**src/rtl/pipeline_ctrl_pkg.sv**
```systemverilog
// Shared types for the pipeline hazard/stall controller: FSM encoding,
// the bundled pause/bubble control word and small helpers.
package pipeline_ctrl_pkg;

    localparam int REG_ADDR_W = 5;

    typedef enum logic [1:0] {
        PCTL_RUN      = 2'd0,
        PCTL_MEM_WAIT = 2'd1,
        PCTL_MD_WAIT  = 2'd2
    } pctl_state_e;

    typedef struct packed {
        logic pc_pause;
        logic if_id_pause;
        logic if_id_bubble;
        logic id_ex_pause;
        logic id_ex_bubble;
        logic ex_mem_pause;
        logic ex_mem_bubble;
        logic mem_wb_pause;
        logic mem_wb_bubble;
    } pipe_ctl_t;

    localparam pipe_ctl_t CTL_IDLE = '{default: 1'b0};

    // While in reset every stage is fed bubbles and nothing is held.
    localparam pipe_ctl_t CTL_RESET = '{
        pc_pause:      1'b0,
        if_id_pause:   1'b0,
        if_id_bubble:  1'b1,
        id_ex_pause:   1'b0,
        id_ex_bubble:  1'b1,
        ex_mem_pause:  1'b0,
        ex_mem_bubble: 1'b1,
        mem_wb_pause:  1'b0,
        mem_wb_bubble: 1'b1
    };

    function automatic logic src_hit(
        input logic                  use_src,
        input logic [REG_ADDR_W-1:0] src,
        input logic [REG_ADDR_W-1:0] dst
    );
        return use_src && (src == dst);
    endfunction

endpackage

```
**src/rtl/pipeline_ctrl_hazard_detect.sv**
```systemverilog
// Combinational load-use comparator: flags an ID instruction that reads
// the destination of a load still sitting in EX.
module hazard_detect
    import pipeline_ctrl_pkg::*;
(
    input  logic [REG_ADDR_W-1:0] id_rs1,
    input  logic [REG_ADDR_W-1:0] id_rs2,
    input  logic                  id_use_rs1,
    input  logic                  id_use_rs2,
    input  logic [REG_ADDR_W-1:0] ex_rd,
    input  logic                  ex_is_load,
    output logic                  load_use
);

    // x0 is never a real dependency, so a load to x0 cannot cause a hazard
    always_comb begin
        load_use = 1'b0;
        if (ex_is_load && (ex_rd != {REG_ADDR_W{1'b0}})) begin
            load_use = src_hit(id_use_rs1, id_rs1, ex_rd) ||
                       src_hit(id_use_rs2, id_rs2, ex_rd);
        end else begin
            load_use = 1'b0;
        end
    end

endmodule

```
**src/rtl/pipeline_ctrl.sv**
```systemverilog
// Hazard and stall controller: sole source of pause/bubble control for the
// four pipeline registers and the PC, plus stall/flush performance counters.
module pipeline_ctrl
    import pipeline_ctrl_pkg::*;
#(
    parameter int XLEN = 32
) (
    input  logic                  clock,
    input  logic                  reset_n,
    input  logic [REG_ADDR_W-1:0] id_rs1,
    input  logic [REG_ADDR_W-1:0] id_rs2,
    input  logic                  id_use_rs1,
    input  logic                  id_use_rs2,
    input  logic [REG_ADDR_W-1:0] ex_rd,
    input  logic                  ex_is_load,
    input  logic                  branch_taken,
    input  logic                  md_start,
    input  logic                  md_done,
    input  logic                  mem_req,
    input  logic                  mem_ready,
    output logic                  pc_pause,
    output logic                  if_id_pause,
    output logic                  if_id_bubble,
    output logic                  id_ex_pause,
    output logic                  id_ex_bubble,
    output logic                  ex_mem_pause,
    output logic                  ex_mem_bubble,
    output logic                  mem_wb_pause,
    output logic                  mem_wb_bubble,
    output logic [XLEN-1:0]       stall_cycles,
    output logic [XLEN-1:0]       flush_count
);

    localparam logic [XLEN-1:0] CNT_ONE = {{(XLEN-1){1'b0}}, 1'b1};

    pctl_state_e     state_r;
    pctl_state_e     state_nxt_s;
    logic            pending_flush_r;
    logic            pending_nxt_s;
    logic            md_busy_r;
    logic            md_busy_nxt_s;
    logic [XLEN-1:0] stall_cycles_r;
    logic [XLEN-1:0] flush_count_r;

    logic            load_use_s;
    logic            mem_stall_s;
    logic            md_stall_s;
    logic            stalled_s;
    logic            flush_s;
    pipe_ctl_t       ctl_s;
    pipe_ctl_t       ctl_out_s;

    hazard_detect u_hazard_detect (
        .id_rs1     (id_rs1),
        .id_rs2     (id_rs2),
        .id_use_rs1 (id_use_rs1),
        .id_use_rs2 (id_use_rs2),
        .ex_rd      (ex_rd),
        .ex_is_load (ex_is_load),
        .load_use   (load_use_s)
    );

    // Stall sources; a memory wait masks a concurrent mul/div wait
    always_comb begin
        mem_stall_s = 1'b0;
        md_stall_s  = 1'b0;
        if (state_r == PCTL_MEM_WAIT) begin
            mem_stall_s = ~mem_ready;
        end else begin
            mem_stall_s = mem_req & ~mem_ready;
        end
        if (state_r == PCTL_MD_WAIT) begin
            md_stall_s = ~mem_stall_s;
        end else begin
            md_stall_s = 1'b0;
        end
        stalled_s = mem_stall_s | md_stall_s;
        flush_s   = ~stalled_s & (branch_taken | pending_flush_r);
    end

    // Priority mux: memory wait, mul/div wait, flush, load-use
    always_comb begin
        ctl_s = CTL_IDLE;
        if (mem_stall_s) begin
            ctl_s.pc_pause      = 1'b1;
            ctl_s.if_id_pause   = 1'b1;
            ctl_s.id_ex_pause   = 1'b1;
            ctl_s.ex_mem_pause  = 1'b1;
            ctl_s.mem_wb_bubble = 1'b1;
        end else if (md_stall_s) begin
            ctl_s.pc_pause      = 1'b1;
            ctl_s.if_id_pause   = 1'b1;
            ctl_s.id_ex_pause   = 1'b1;
            ctl_s.ex_mem_bubble = 1'b1;
        end else if (flush_s) begin
            ctl_s.if_id_bubble  = 1'b1;
            ctl_s.id_ex_bubble  = 1'b1;
        end else if ((state_r == PCTL_RUN) && load_use_s) begin
            ctl_s.pc_pause      = 1'b1;
            ctl_s.if_id_pause   = 1'b1;
            ctl_s.id_ex_bubble  = 1'b1;
        end else begin
            ctl_s = CTL_IDLE;
        end
    end

    // Next-state, outstanding mul/div and deferred-flush bookkeeping
    always_comb begin
        md_busy_nxt_s = (md_busy_r | ((state_r == PCTL_RUN) && md_start)) & ~md_done;
        if (stalled_s) begin
            pending_nxt_s = pending_flush_r | branch_taken;
        end else begin
            pending_nxt_s = 1'b0;
        end
        state_nxt_s = state_r;
        if (mem_stall_s) begin
            state_nxt_s = PCTL_MEM_WAIT;
        end else begin
            case (state_r)
                PCTL_RUN:      state_nxt_s = (md_start && !md_done) ? PCTL_MD_WAIT : PCTL_RUN;
                PCTL_MEM_WAIT: state_nxt_s = md_busy_nxt_s ? PCTL_MD_WAIT : PCTL_RUN;
                PCTL_MD_WAIT:  state_nxt_s = md_done ? PCTL_RUN : PCTL_MD_WAIT;
                default:       state_nxt_s = PCTL_RUN;
            endcase
        end
    end

    // FSM state, flags and performance counters
    always_ff @(posedge clock or negedge reset_n) begin
        if (!reset_n) begin
            state_r         <= PCTL_RUN;
            pending_flush_r <= 1'b0;
            md_busy_r       <= 1'b0;
            stall_cycles_r  <= {XLEN{1'b0}};
            flush_count_r   <= {XLEN{1'b0}};
        end else begin
            state_r         <= state_nxt_s;
            pending_flush_r <= pending_nxt_s;
            md_busy_r       <= md_busy_nxt_s;
            if (ctl_s.pc_pause) begin
                stall_cycles_r <= stall_cycles_r + CNT_ONE;
            end
            if (flush_s) begin
                flush_count_r <= flush_count_r + CNT_ONE;
            end
        end
    end

    // Reset forces bubbles everywhere regardless of the pipeline state
    always_comb begin
        if (!reset_n) begin
            ctl_out_s = CTL_RESET;
        end else begin
            ctl_out_s = ctl_s;
        end
    end

    assign pc_pause      = ctl_out_s.pc_pause;
    assign if_id_pause   = ctl_out_s.if_id_pause;
    assign if_id_bubble  = ctl_out_s.if_id_bubble;
    assign id_ex_pause   = ctl_out_s.id_ex_pause;
    assign id_ex_bubble  = ctl_out_s.id_ex_bubble;
    assign ex_mem_pause  = ctl_out_s.ex_mem_pause;
    assign ex_mem_bubble = ctl_out_s.ex_mem_bubble;
    assign mem_wb_pause  = ctl_out_s.mem_wb_pause;
    assign mem_wb_bubble = ctl_out_s.mem_wb_bubble;
    assign stall_cycles  = stall_cycles_r;
    assign flush_count   = flush_count_r;

endmodule
```
**config.mk**
```make
export PLATFORM = sky130hd
export DESIGN_NAME = pipeline_ctrl
export DESIGN_NICKNAME = d
export VERILOG_FILES = /design/src/rtl/pipeline_ctrl_pkg.sv /design/src/rtl/pipeline_ctrl_hazard_detect.sv /design/src/rtl/pipeline_ctrl.sv
export SDC_FILE = /design/constraint.sdc
export NUM_CORES = 1
export LEC_CHECK = 0
export CELL_PAD_IN_SITES_DETAIL_PLACEMENT = 1
export CELL_PAD_IN_SITES_GLOBAL_PLACEMENT = 2
export CORE_MARGIN = 2
export CORE_UTILIZATION = 29
export DETAILED_ROUTE_END_ITERATION = 10
export GPL_ROUTABILITY_DRIVEN = 0
export PLACE_DENSITY_LB_ADDON = 0.08
export SYNTH_ARGS = -nofsm -noshare
export SYNTH_HDL_FRONTEND = slang
export SYNTH_SLANG_ARGS = --single-unit
```
**constraint.sdc**
```tcl
create_clock -name clock -period 2.6 [get_ports clock]
set_input_delay 0.52 -clock clock [delete_from_list [all_inputs] [get_ports clock]]
set_output_delay 0.52 -clock clock [all_outputs]
set_load 0.01 [all_outputs]
```
==> results.cfg <==
[run_status]
status = completed

[clock_tree]
cts_max_level = 3
cts_hold_buf = 0
numClockSinks = 68
clk_pin_slew_ns = 0.05
cts_buffer_depth = 2
root_buffer = clkbuf_16
cts_setup_buffers = 0
cts_tree = yes
cts_made_buffers = 9
worstSkewPairLatency_ns = 0.33

[timing]
setup_viol = 0
setup_ws_ns = 0.101
worstMarginPinSlew_ns = 0.812
rsz0062_at_grt = no
hold_viol = 0
fmax_mhz = 400
finalCritPeriodShare_pct = 96.1
period_needed_ns = 2.50
fin_worst_skew_ns = 0.00505
worst_slew_margin_rel_pct = 45.9
drv_slew = 0

[pwr]
total_power_mw = 3.39
p_per_area_mw_per_mm2 = 707
peakVddDrop_mv = 0.331
leakagePower_nw = 1.96

[critical_path]
critPathArrivalTime_ns = 1.98
startpoint_type = primary input
crit_chain = dlygate4sd2_1, or3_1, o311a_1, a31oi_4, nor2b_2, clkdlybuf4s15_2
worst_setup_path_end_kind = output port
crit_path_max_incr_delay_ns = 0.39
path_buf_inv = 2
critPathSlowestCell = or3_1
crit_required_ns = 2.08
critPathTopFamily = compound AO/OA/AOI/OAI gates
path_max_fanout = 3
critPathKind = in2out

[synthesis]
synth-seq-cells = 68
yosysWarnings = 0
yosysMostFrequentCell = dfrtp_1
synth_top_flop_cell = dfrtp_1
synth.net_count = 332
yosysUniqueCellTypes = 38
synthTopCellsByArea = dfrtp_1 (52%), xnor2_1 (11%), xor2_1 (8.0%)
synth_area_leader_cell = dfrtp_1
syn_inst = 305
post_synth.cell_area_avg_um2 = 10.7
ys_seq_area_share_pct = 52.0
synth-edff-count = 0
synth_area_mm2 = 0.00327
async_flop_share_pct = 100
netlist.area_leader.share_pct = 52.0
synthTopCellsByCount = dfrtp_1 (68), xnor2_1 (42), nand2_1 (30), xor2_1 (30), nor2_1 (23)

[placed_design]
port_buffers = 96
postPlaceCellArea_mm2 = 0.00448
hpwlAfterDp_um = 6130
numPlacedInstances = 549
place_ws_ns = -0.416

[die]
num_rows = 38
ios = 98
die_w_um = 110
die_area_mm2 = 0.0122
initial_core_util_pct = 29.9
die_h_um = 110
core_mm2 = 0.0109

[detailed_routing]
ant_nets = 0
wirelength_um = 8340
drt-vias-per-instance = 4.69
dr.first_iter.drc_count = 59
vias = 2642
drc = 0
drtPass1Iterations = 4
wire_per_inst_um = 14.8

[job]
maxCapViolations = 0

[global_route]
grt_start_max_net_pins = 63
grt.total_usage_pct = 15.0
grt_pass1_vias = 2778
antenna_found_initial = 0
grt_pass1_wl_um = 14000
gr-total-overflow = 0

[final_layout]
drive_above_1_share_pct = 10.9
nNetsFinal = 447
final_cells = 563
syn2layout_area_growth_pct = 46.3
diodes = 0
fin_area_mm2 = 0.00479
postLayoutCoreUtil_pct = 43.8

[worst_hold_path]
hold_class = in2async
-- state kept, by name (all words and copies together), names as in the netlist --
signal and count:
pending_flush_r 1, stall_cycles 32, state_r 2, flush_count 32, md_busy_r 1
-- metal layers --
layer	share of wire [%]	vias to the layer above	wire length (um)	global-route usage, %
met1	46	1286	3870	19.9
met3	6.4	9	536	5.47
met4	1.3	0	107	4.29
met5	0	-	0	0
li1	-	1275	-	-
met2	46	72	3820	23.0
-- cell usage in the layout, fill, tap and decap left out, types with 2 or more instances in the layout --
master           synthesis  routed
nand2_1                 30      30
xnor2_1                 42      42
and3_1                   6       6
or4_4                    2       2
inv_1                    4       4
clkbuf_16                0       9
dfrtp_1                 68      68
ha_1                     2       2
nand2b_1                 2       2
nand3_1                 18      18
nor3_4                   2       2
clkbuf_8                 0       2
nor4b_1                  2       2
a21oi_1                  2       2
dlygate4sd2_1            0       5
nand4_1                 19      19
clkdlybuf4s50_1          0      84
and2_1                   2       2
nor3_1                  14      14
and4_1                   2       2
clkdlybuf4s15_2          0       2
dlymetal6s2s_1           0       3
nor3b_1                  4       4
nor4_1                   6       6
nor2_1                  23      23
or2_2                    2       2
xor2_1                  30      30
buf_4                    2      16
-- worst reg2reg max path: cells and delay by family, from the launching register on --
family,cells,cell delay (ns)
AND/OR/NAND/NOR,4,1.18
AO/OA/AOI/OAI,1,0.12
buffers and inverters,2,0.20
flip-flops,1,0.41
XOR/XNOR,1,0.14
-- power by group --
group | internal (mW) | switching [mW] | leakage, nW
clock | 0.783 | 0.440 | 0.145
sequential | 1.20 | 0.175 | 0.819
combinational | 0.443 | 0.347 | 0.997
-- stage by stage --
stage | hold slack [ns] | TNS (ns)
after floorplan | 0.224 | 0
after global placement | 0.367 | -4.31
after detailed placement | 0.369 | -5.02
after CTS | 0.0138 | 0
after global routing | 0.0188 | 0
final | 0.0217 | 0
-- layout make-up --
cell class	instances	area [um^2]
repair buffers	111	1070
clock inverters	2	35.0
clock buffers	12	256
flip-flops and latches	68	1700
multi-input cells	225	1530
well taps	140	175
inverters	5	18.8
fillers	1230	6150
-- repair_timing --
item                       4_1_cts  5_1_grt
resized for setup               16        6
pin swaps                        3        2
setup endpoints to repair        5        4
-- cell families after synthesis --
kind of cell	count (synthesis)	synth area share [%]
AND/OR/NAND/NOR	140	23.5
adder cells (fa/ha/maj)	2	0.764
multiplexers	1	0.344
flip-flops	68	52.0
other	1	0.115
AO/OA/AOI/OAI	9	2.06
buffers and inverters	12	1.95
XOR/XNOR	72	19.3
-- worst paths after layout --
kind | startpoint | end | slack, ns | cells past startpoint
max | ex_rd[1] | if_id_pause | 0.10 | 6
min | reset_n | flush_count[4] | 0.02 | 1
max reg2reg | state_r[0] | flush_count[30] | 0.43 | 8
min reg2reg | flush_count[31] | flush_count[31] | 0.47 | 1
max in group asynchronous | reset_n | stall_cycles[23] | 1.56 | 2
min in group clock | flush_count[31] | flush_count[31] | 0.47 | 1
(Power assumes the default switching activity.)
